$ cat config.mk
export PLATFORM = sky130hd
export DESIGN_NAME = mul_digit_io
export DESIGN_NICKNAME = d
export VERILOG_FILES = /design/src/rtl/mul_digit_io.sv
export SDC_FILE = /design/constraint.sdc
export NUM_CORES = 1
export LEC_CHECK = 0
export CORE_AREA = 3 3 205 207
export CTS_BUF_LIST = sky130_fd_sc_hd__clkbuf_16
export CTS_CLUSTER_SIZE = 14
export DETAILED_ROUTE_END_ITERATION = 7
export DIE_AREA = 0 0 208 210
export SYNTH_ARGS = -nofsm -noshare
export SYNTH_HDL_FRONTEND = slang
export SYNTH_SLANG_ARGS = --single-unit
$ cat constraint.sdc
create_clock -name clk -period 5.8 [get_ports clk]
set_clock_uncertainty 0.1 [all_clocks]
set_input_delay 0.87 -clock clk [delete_from_list [all_inputs] [get_ports clk]]
set_output_delay 0.87 -clock clk [all_outputs]
set_load 0.03 [all_outputs]
$ cat src/rtl/mul_digit_io.sv
// Serial decimal operand loader and result streamer around the combinational
// decimal multiplier `mul`: 8 operand digits in, settle, capture, 8 result digits out.
module mul_digit_io #(
    parameter int unsigned SETTLE = 2
) (
    input  logic        clk,
    input  logic        rst_n,
    input  logic        in_valid,
    output logic        in_ready,
    input  logic [3:0]  in_digit,
    output logic [31:0] x0,
    output logic [31:0] x1,
    output logic [31:0] x2,
    output logic [31:0] x3,
    output logic [31:0] y0,
    output logic [31:0] y1,
    output logic [31:0] y2,
    output logic [31:0] y3,
    input  logic [31:0] z0,
    input  logic [31:0] z1,
    input  logic [31:0] z2,
    input  logic [31:0] z3,
    input  logic [31:0] z4,
    input  logic [31:0] z5,
    input  logic [31:0] z6,
    input  logic [31:0] z7,
    output logic        out_valid,
    input  logic        out_ready,
    output logic [3:0]  out_digit,
    output logic        out_last,
    output logic        busy,
    output logic        err
);
    localparam logic [1:0] ST_LOAD    = 2'd0;
    localparam logic [1:0] ST_SETTLE  = 2'd1;
    localparam logic [1:0] ST_CAPTURE = 2'd2;
    localparam logic [1:0] ST_STREAM  = 2'd3;
    localparam logic [3:0] SETTLE_INIT = 4'(SETTLE - 1);

    function automatic logic digit_bad(input logic [3:0] d);
        return (d > 4'd9);
    endfunction

    // Result digits from `mul` are checked as signed values; anything outside 0..9 becomes 4'hF.
    function automatic logic result_bad(input logic [31:0] z);
        return (($signed(z) < 32'sd0) || ($signed(z) > 32'sd9));
    endfunction

    logic [1:0]  state_q, state_d;
    logic [2:0]  k_q, k_d;
    logic [2:0]  j_q, j_d;
    logic [3:0]  cnt_q, cnt_d;
    logic        err_q, err_d;
    logic [3:0]  x_q [4];
    logic [3:0]  x_d [4];
    logic [3:0]  y_q [4];
    logic [3:0]  y_d [4];
    logic [3:0]  r_q [8];
    logic [3:0]  r_d [8];
    logic [31:0] z_s [8];
    logic [7:0]  z_bad_s;
    logic        in_bad_s;
    logic [3:0]  in_val_s;

    assign z_s[0] = z0;
    assign z_s[1] = z1;
    assign z_s[2] = z2;
    assign z_s[3] = z3;
    assign z_s[4] = z4;
    assign z_s[5] = z5;
    assign z_s[6] = z6;
    assign z_s[7] = z7;

    // Per-position out-of-range flags for the captured product digits.
    always_comb begin
        for (int i = 0; i < 8; i++) begin
            z_bad_s[i] = result_bad(z_s[i]);
        end
    end

    assign in_bad_s = digit_bad(in_digit);
    assign in_val_s = in_bad_s ? 4'd0 : in_digit;

    // Next-state logic for the load / settle / capture / stream sequence.
    always_comb begin
        state_d = state_q;
        k_d     = k_q;
        j_d     = j_q;
        cnt_d   = cnt_q;
        err_d   = err_q;
        x_d     = x_q;
        y_d     = y_q;
        r_d     = r_q;
        case (state_q)
            ST_LOAD: begin
                if (in_valid) begin
                    // k counts MSB first: k=0 addresses x3, k=4 addresses y3.
                    if (k_q[2]) begin
                        y_d[2'd3 - k_q[1:0]] = in_val_s;
                    end else begin
                        x_d[2'd3 - k_q[1:0]] = in_val_s;
                    end
                    if (in_bad_s) begin
                        err_d = 1'b1;
                    end else if (k_q == 3'd0) begin
                        err_d = 1'b0;
                    end else begin
                        err_d = err_q;
                    end
                    if (k_q == 3'd7) begin
                        k_d     = 3'd0;
                        cnt_d   = SETTLE_INIT;
                        state_d = ST_SETTLE;
                    end else begin
                        k_d = k_q + 3'd1;
                    end
                end else begin
                    k_d = k_q;
                end
            end
            ST_SETTLE: begin
                if (cnt_q == 4'd0) begin
                    state_d = ST_CAPTURE;
                end else begin
                    cnt_d = cnt_q - 4'd1;
                end
            end
            ST_CAPTURE: begin
                for (int i = 0; i < 8; i++) begin
                    r_d[i] = z_bad_s[i] ? 4'hF : z_s[i][3:0];
                end
                err_d   = err_q | (|z_bad_s);
                j_d     = 3'd7;
                state_d = ST_STREAM;
            end
            ST_STREAM: begin
                if (out_ready) begin
                    if (j_q == 3'd0) begin
                        j_d     = 3'd7;
                        state_d = ST_LOAD;
                    end else begin
                        j_d = j_q - 3'd1;
                    end
                end else begin
                    j_d = j_q;
                end
            end
            default: begin
                state_d = ST_LOAD;
            end
        endcase
    end

    // State and datapath registers with asynchronous reset.
    always_ff @(posedge clk or negedge rst_n) begin
        if (!rst_n) begin
            state_q <= ST_LOAD;
            k_q     <= 3'd0;
            j_q     <= 3'd7;
            cnt_q   <= 4'd0;
            err_q   <= 1'b0;
            for (int i = 0; i < 4; i++) begin
                x_q[i] <= 4'd0;
                y_q[i] <= 4'd0;
            end
            for (int i = 0; i < 8; i++) begin
                r_q[i] <= 4'd0;
            end
        end else begin
            state_q <= state_d;
            k_q     <= k_d;
            j_q     <= j_d;
            cnt_q   <= cnt_d;
            err_q   <= err_d;
            x_q     <= x_d;
            y_q     <= y_d;
            r_q     <= r_d;
        end
    end

    assign in_ready  = (state_q == ST_LOAD);
    assign busy      = (state_q != ST_LOAD);
    assign out_valid = (state_q == ST_STREAM);
    assign out_digit = out_valid ? r_q[j_q] : 4'd0;
    assign out_last  = out_valid && (j_q == 3'd0);
    assign err       = err_q;

    assign x0 = {28'd0, x_q[0]};
    assign x1 = {28'd0, x_q[1]};
    assign x2 = {28'd0, x_q[2]};
    assign x3 = {28'd0, x_q[3]};
    assign y0 = {28'd0, y_q[0]};
    assign y1 = {28'd0, y_q[1]};
    assign y2 = {28'd0, y_q[2]};
    assign y3 = {28'd0, y_q[3]};
endmodule

## Yosys cells after proc, flatten, opt, wreduce, memory -nomap -nowiden

Index checks and enable logic that the tools add are counted.

- Register bits after elaboration: 77
- Input bits: 264
- Word-level logic and storage cells: 121

- $add $sub $neg: 4
- $lt $le $gt $ge: 20
- Equality and inequality tests: 11
- Mux-type cells: 35
- Bitwise gates (word level): 4
- Reductions and logical operators: 26

Operators with widths:

| operator | count |
|---|---|
| > comparator 32 x 5 -> 1 bit (second input constant) | 8 |
| < comparator 32 x 1 -> 1 bit (second input constant) | 8 |
| two-way mux 4 bit | 16 |
| bitwise mux 16 bit | 2 |
| binary-select mux 4 bit (select 3 bit) | 1 |
| two-way mux 2 bit | 5 |
| two-way mux 3 bit | 3 |
| AND reduction 3 bit | 3 |
| demux 4 bit (select 2 bit) | 1 |
| logical OR 1 bit | 8 |
| case mux 2 bit (4 select lines) | 1 |
| case mux 4 bit (2 select lines) | 1 |
| nonzero test 2 bit | 4 |
| OR reduction 8 bit | 1 |
| zero test 3 bit | 2 |
| != test 2 x 1 -> 1 bit (second input constant) | 3 |
| != test 2 bit (second input constant) | 3 |
| case mux 3 bit (2 select lines) | 1 |
| AND reduction 5 bit | 1 |
| == test 2 bit (second input constant) | 2 |
| greater-or-equal comparator 4 bit (second input constant) | 1 |
| > comparator 4 bit (second input constant) | 1 |
| zero test 4 bit | 1 |
| NOT 3 -> 4 bit | 1 |
| other kinds (18) | 22 |

## Logic depth before layout (Yosys ltp)

Gate-level depths: netlist (run 1).

- Depth after elaboration: 7
- Mapped depth: 8

## Worst setup path after synthesis (run 1)

No wires, ideal clock.

- Path type: register to output
- Start: reg j_q[1]
- End: out out_digit[0]
- Data arrival time: 1.565 ns
- Slack: 3.265 ns
- Stages on the path, launching flop included: 5
- Cell sequence: dfstp_2 clkbuf_1 mux4_2 mux2i_1 nor2b_1

- Word-level cells in the longest chain between the ends: 5

Ends and longest elaborated chain:

| item | RTL line | RTL |
|---|---|---|
| start: declaration | 51 | `logic [2:0] j_q, j_d;` |
| start signal: assignment | 172 | `j_q <= j_d;` |
| NOT 3 -> 4 bit (not written as such) | 184 | `assign out_digit = out_valid ? r_q[j_q] : 4'd0;` |
| binary-select mux 4 bit (select 3 bit) | 184 |  |
| two-way mux 4 bit (not written as such) (2 in series) | 184 |  |
| two-way mux 4 bit | 184 |  |
| end: declaration | 29 | `output logic [3:0] out_digit,` |

Every way passes these cells. The select of a mux whose other input is x is not followed.

## Worst setup path in the final report (run 1)

- Start: reg j_q[0]
- End: out out_digit[2]

Same word-level chain as after synthesis.

==> flow_summary.rst, run 1 <==
.. list-table::
   :header-rows: 1

   * - Metric
     - Value
   * - Result of the run
     - finished clean
   * - Normalized max-slew margin
     - 35.8%
   * - Maximum number of pins on one net before global-route repair
     - 69
   * - Cell Pwr Density
     - 302 nW/um2
   * - Leakage power total
     - 3.47 nW
   * - Largest area contributor in the netlist
     - sky130_fd_sc_hd__dfrtp_1
   * - Met1 Wirelength
     - 6730 um
   * - Cell area after layout
     - 8780 um2
   * - Max-capacitance violation count
     - 0
   * - Cell types occupying the most area after synthesis
     - sky130_fd_sc_hd__dfrtp_1 (33%), sky130_fd_sc_hd__buf_4 (30%), sky130_fd_sc_hd__nor4_1 (6.0%), sky130_fd_sc_hd__o22a_1 (5.2%), sky130_fd_sc_hd__nand2_1 (3.6%)
   * - Net switching fraction of the power
     - 42.2%
   * - Weighted congestion at the end of routability-driven global placement
     - 0.799
   * - CTS max path bufs
     - 2
   * - Clk_lat worst skew
     - 0.35 ns
   * - Number of pins with negative max-slew slack in the final report
     - 0
   * - Minimum hold slack
     - about 0.23 ns
   * - Initial DRT Pass Iterations
     - 4
   * - Detailed-route via count
     - 4995
   * - Number of buffers inserted by hold repair at cts
     - 0
   * - Instance area after placement
     - 8450 um2
   * - Share of synthesized area occupied by flip-flops and latches
     - 34.4%
   * - Grt total ovfl
     - 0
   * - Cell-internal power
     - 0.00153 W
   * - Number of buffers added by the clock tree synthesis step
     - 9
   * - Max IR drop VDD
     - 0.142 mV
   * - Core area
     - between 40000 and 50000 um2
   * - Wirelength, routed
     - 21100 um
   * - TritonCTS clock tree
     - built
   * - Total Nets Final
     - 1195
   * - Leading cell types in the layout, fill and taps excluded
     - sky130_fd_sc_hd__clkdlybuf4s50_1 (303), sky130_fd_sc_hd__conb_1 (224), sky130_fd_sc_hd__dfrtp_1 (74)
   * - Reported net switching power
     - 0.00112 W
   * - Primary FF master, synth
     - sky130_fd_sc_hd__dfrtp_1
   * - Fin util
     - 21.6%
   * - Clock transition at path regs
     - 0.07 ns
   * - # IOs
     - between 500 and 600
   * - Average wire per standard cell
     - 14.4 um
   * - Kind of end point of the critical path
     - primary output
   * - Number of post-CTS setup repair buffers
     - 0
   * - Routed met3 length
     - around 1700 um
   * - CP Data Arrival Time
     - 2.45 ns
   * - Post-DP HPWL
     - around 19000 um
   * - Final critical-path share of the clock period
     - approximately three fifths
   * - Initial antenna violation count
     - 5
   * - First-pass GRT wire length
     - 29200 um
   * - Worst reg2reg startpoint
     - state_q[0]
   * - Synth-to-Final Area Change
     - 56.5%
   * - Post-synthesis cell count
     - 613
   * - Setup repair after global routing missed its margin
     - no
   * - Number of hold violations in the final report
     - 0
   * - Number of register bits inferred by synthesis
     - 77
   * - Leading cell type in the layout, fill and taps excluded
     - sky130_fd_sc_hd__clkdlybuf4s50_1
   * - Uppermost layer routed
     - met4
   * - Area of the mapped netlist
     - 5610 um2
   * - Final routed DRC violation total
     - 0
   * - Critical path data required time
     - 4.83 ns
   * - Number of buffers inserted by port buffering
     - between 300 and 400
   * - Number of global-route vias before repair
     - slightly below 5k
   * - Relative contribution of sequential cells to total power
     - 28.8%
   * - Number of cell rows
     - between 70 and 80
   * - H-tree depth reported by CTS
     - 3
   * - Yosys warnings
     - 0
   * - Via density
     - roughly 3.4
   * - Number of distinct standard cells referenced by the synthesized netlist
     - 43
   * - Number of violations reported at the end of detailed-routing iteration 0
     - 125
   * - Die area
     - 43700 um2
   * - Number of synthesized flops with an enable pin
     - 0
   * - Final setup vio count
     - 0
   * - Transition time at the pin with the least slew margin
     - 0.962 ns
   * - Die Width
     - 208 um
   * - Min Clock Period, post-route
     - 3.42 ns
   * - Critical path launch point
     - j_q[0]
   * - Share of layout cells above drive strength 1
     - between 3 and 4%
   * - Per-instance average area after synthesis
     - ~9.2 um2
   * - Root buf cell
     - sky130_fd_sc_hd__clkbuf_16
   * - Comb power frac
     - ~48%
   * - Y dimension of the die
     - 210 um
   * - Clock share of power
     - 23.3%
   * - Starting Density
     - around 14%
   * - Setup TNS Final
     - 0 ns
   * - Async S/R FF share, synth
     - 100%
   * - Final antenna-violating net count
     - 0
   * - Critical path class
     - reg -> out
   * - Number of sinks driven by the clock tree
     - 77
   * - Path class of the lowest-slack min-delay path
     - in -> async
   * - Worst setup SP type
     - flip-flop
   * - Amount of wire on met2 after detailed routing
     - around 12000 um
   * - Post_cts resized
     - 0
   * - FMAX
     - 292 MHz
   * - Share of Yosys cell area claimed by the top area cell type
     - 33.0%
   * - Total routing resource utilization after global routing
     - 9.06%
   * - Number of cell instances on the worst register-to-register path
     - 7
   * - CP max FO
     - 11
==> power groups by stage <==
stage	registers, W	clock network, W	logic [W]
after floorplan	0.000913	0	0.000700
after global placement	0.000773	0	0.00127
after detailed placement	0.000776	0	0.00128
after CTS	0.000767	0.000644	0.00129
after global routing	0.000781	0.000666	0.00138
final	0.000762	0.000616	0.00127
==> through the flow <==
step	std cells	setup slack, ns	total power (W)
6_report	1462	2.38	0.00265
5_1_grt	1461	2.26	0.00283
4_1_cts	1456	2.35	0.00270
3_5_place_dp	1440	2.74	0.00206
3_3_place_gp	1440	2.72	0.00204
2_1_floorplan	836	3.27	0.00161
==> sequential cells by signal (all words and copies together) (netlist names) <==
name	cells
x3	4
cnt_q	4
k_q	3
j_q	3
x1	4
x2	4
err	1
y0	4
x0	4
y2	4
state_q	2
r_q	32
y1	4
y3	4
==> cell type report <==
type	count	area, um2
diodes	6	15.0
clock buffers	9	225
clock inverters	7	91.3
fillers	4454	31800
inverters	10	37.5
multi-input cells	515	2760
flip-flops and latches	77	1930
well taps	532	666
repair buffers	306	3060
==> cells by family after synthesis <==
kind of cell / count (synthesis) / share of synthesized area, %
buffers and inverters: 244 / 31.4
multiplexers: 14 / 4.33
AND/OR/NAND/NOR: 167 / 15.4
flip-flops: 77 / 34.4
AO/OA/AOI/OAI: 96 / 11.4
XOR/XNOR: 2 / 0.312
other: 1 / 0.0669
adder cells (fa/ha/maj): 12 / 2.68
==> critical path, cell delays in order, from the launching register on <==
cell and delay, ns:
sky130_fd_sc_hd__dfstp_2 0.71, sky130_fd_sc_hd__mux4_2 0.55, sky130_fd_sc_hd__mux2i_1 0.17, sky130_fd_sc_hd__nor2b_1 0.06
sky130_fd_sc_hd__clkdlybuf4s50_1 0.61
==> Yosys cell counts (all sizes together) (4+ instances only) <==
library cell and count:
ha 12, nand4 16, nand2 54, nor3 4
o21ai 43, clkbuf 8, nor4 54, mux2i 4
mux4 8, buf 226, nor2b 5, a21oi 6
dfrtp 74, nor2 21, o22a 33, inv 10
==> metal layers <==
metal / global-route usage [%] / vias to the layer above
li1: - / 2345
met1: 8.29 / 2317
met2: 18.0 / 314
met3: 2.81 / 19
met4: 4.39 / 0
met5: 0 / -
==> path summary, 6_finish.rpt <==
path	to	slack, ns
max in group asynchronous	y1[2]	4.18
worst max-delay path	out_digit[2]	2.38
min in group clk	x2[2]	0.38
worst min-delay path	r_q[0]	0.23
worst min register to register	x2[2]	0.38
worst max register to register	err	3.27
Note: power is estimated with default switching activity, not from simulation.
==> run 2, diff against run 1 <==
clock period = 3.39 ns   (was 5.8 ns; I/O delays follow)
==> run 2 against run 1 <==
  * Critical path depth did not move
  * Register-to-register slack got worse by 2.0 ns
  * Largest power group unchanged
  * Power rose by 68%
  * Critical endpoint is now out_digit[3]
  * Clock power increased by 60%
  * Non-clock buffer count increased by 4
  * First-iteration DRC count increased by 8.0%
==> flow_summary.rst, run 2 (synthesis results as in run 1) <==
.. list-table::
   :header-rows: 1

   * - Metric
     - Value
   * - Y dimension of the die
     - 210 um
   * - Initial antenna violation count
     - 5
   * - Root buf cell
     - sky130_fd_sc_hd__clkbuf_16
   * - Core area
     - 40600 um2
   * - # IOs
     - 529
   * - Number of buffers added by the clock tree synthesis step
     - 9
   * - Detailed-route via count
     - 4963
   * - Initial DRT Pass Iterations
     - 4
   * - Total Nets Final
     - 1199
   * - Average wire per standard cell
     - 14.4 um
   * - CTS max path bufs
     - 2
   * - Reg-to-reg slack, setup
     - 1.25 ns
   * - Weighted congestion at the end of routability-driven global placement
     - 0.782
   * - Number of flip-flops under the largest register name
     - 32
   * - Number of buffers inserted by hold repair at cts
     - 0
   * - Post_cts resized
     - 0
   * - Transition time at the pin with the least slew margin
     - 0.621 ns
   * - Relative contribution of sequential cells to total power
     - 29.0%
   * - CP max FO
     - 11
   * - Worst reg2reg startpoint
     - state_q[0]
   * - End of the worst register-to-register path
     - err
   * - Cell-internal power
     - 0.00255 W
   * - Synth-to-Final Area Change
     - 56.7%
   * - First-pass GRT wire length
     - 28900 um
   * - Normalized max-slew margin
     - between 50% and 60%
   * - Starting Density
     - 13.8%
   * - Reported net switching power
     - 0.00190 W
   * - Number of violations reported at the end of detailed-routing iteration 0
     - 135
   * - Via density
     - 3.39
   * - Number of cell rows
     - 74
   * - Max IR drop VDD
     - 0.248 mV
   * - Share of layout cells above drive strength 1
     - between 3 and 4%
   * - Post-DP HPWL
     - 18400 um
   * - Number of post-CTS setup repair buffers
     - 0
   * - Kind of end point of the critical path
     - primary output
   * - Path class of the lowest-slack min-delay path
     - in -> async
   * - Min Clock Period, post-route
     - 3.10 ns
   * - Clock share of power
     - between 20% and 30%
   * - Total routing resource utilization after global routing
     - slightly below 9%
   * - CP Data Arrival Time
     - 2.49 ns
   * - Comb power frac
     - 48.8%
   * - Final antenna-violating net count
     - 0
   * - Number of buffers inserted by port buffering
     - 304
   * - Max-capacitance violation count
     - 0
   * - Number of global-route vias before repair
     - 4843
   * - Net switching fraction of the power
     - 42.6%
   * - Number of hold violations in the final report
     - 0
   * - Die Width
     - 208 um
   * - Clk_lat worst skew
     - roughly 0.35 ns
   * - Leakage power total
     - 3.48 nW
   * - Maximum number of pins on one net before global-route repair
     - 78
   * - H-tree depth reported by CTS
     - 3
   * - Biggest register
     - r_q
   * - Result of the run
     - finished clean
   * - Grt total ovfl
     - 0
   * - Number of cell instances on the worst register-to-register path
     - 7
   * - Minimum hold slack
     - ~0.07 ns
   * - Number of pins with negative max-slew slack in the final report
     - 0
   * - Final routed DRC violation total
     - 0
   * - Cell Pwr Density
     - 507 nW/um2
   * - TritonCTS clock tree
     - built
   * - Clock transition at path regs
     - roughly 0.070 ns
   * - Leading cell type in the layout, fill and taps excluded
     - sky130_fd_sc_hd__clkdlybuf4s50_1
   * - Final setup vio count
     - 0
   * - Number of sinks driven by the clock tree
     - 77
   * - Worst setup SP type
     - flip-flop
   * - Setup repair after global routing missed its margin
     - no
   * - Final critical-path share of the clock period
     - roughly nine tenths
   * - Critical path class
     - reg -> out
   * - Die area
     - 43700 um2
   * - Leading cell types in the layout, fill and taps excluded
     - sky130_fd_sc_hd__clkdlybuf4s50_1 (303), sky130_fd_sc_hd__conb_1 (224), sky130_fd_sc_hd__dfrtp_1 (74)
   * - Critical path data required time
     - 2.78 ns
   * - Wirelength, routed
     - 21000 um
   * - Setup TNS Final
     - 0 ns
   * - FMAX
     - 323 MHz
run 2: cell types whose count changed in the layout (fill, tap and decap cells not counted):
cell	before	now
sky130_fd_sc_hd__clkinv_1	1	0
sky130_fd_sc_hd__clkinv_2	0	2
sky130_fd_sc_hd__buf_12	0	1
sky130_fd_sc_hd__diode_2	6	3
sky130_fd_sc_hd__buf_4	3	6
sky130_fd_sc_hd__bufinv_16	2	1
run 2: stage by stage:
stage                     instances  area (um2)  total power [W]  setup slack [ns]  utilization (%)
after global placement         1444        8490          0.00349             0.649             20.9
after detailed placement       1444        8490          0.00352             0.662             20.9
final                          1463        8790          0.00445             0.295             21.7
after floorplan                 836        6450          0.00276              1.22                -
after CTS                      1460        8780          0.00456             0.258             21.7
after global routing           1461        8780          0.00474             0.126             21.7
run 2: area by class of cell:
type                            count  area, um2
Antenna cell                        3       7.51
Timing Repair Buffer              310       3100
Fill cell                        4482      31800
Tap cell                          532        666
Inverter                           10       37.5
Clock buffer                        9        225
Clock inverter                      7       67.6
Multi-Input combinational cell    515       2760
Sequential cell                    77       1930
run 2: metal layers:
metal	vias up	share of wire [%]	wire (um)	global-route usage, %
li1	2354	-	-	-
met1	2273	33	6920	8.62
met2	316	57	12000	18.4
met3	18	8.2	1730	2.52
met4	2	2.0	420	2.35
met5	-	0.062	13	0
run 2: worst max path at each step:
stage,startpoint,end,slack (ns),cells past startpoint
after floorplan,j_q[1],out_digit[0],1.22,4
after global placement,j_q[0],out_digit[3],0.65,4
after detailed placement,j_q[0],out_digit[3],0.66,4
after CTS,j_q[0],out_digit[3],0.26,4
after global routing,j_q[0],out_digit[3],0.13,4
final,j_q[0],out_digit[3],0.29,4
run 2: power groups by stage:
stage	sequential (W)	combinational (W)	clock [W]
3_5_place_dp	0.00132	0.00221	0
5_1_grt	0.00133	0.00234	0.00107
6_report	0.00129	0.00217	0.000985
3_3_place_gp	0.00131	0.00219	0
2_1_floorplan	0.00156	0.00120	0
4_1_cts	0.00130	0.00221	0.00105
run 2: worst max-delay path, stage by stage, from the launching register on:
cell                              delay, ns
sky130_fd_sc_hd__dfstp_2               0.72
sky130_fd_sc_hd__mux4_2                0.55
sky130_fd_sc_hd__mux2i_1               0.20
sky130_fd_sc_hd__nor2b_1               0.07
sky130_fd_sc_hd__clkdlybuf4s50_1       0.60
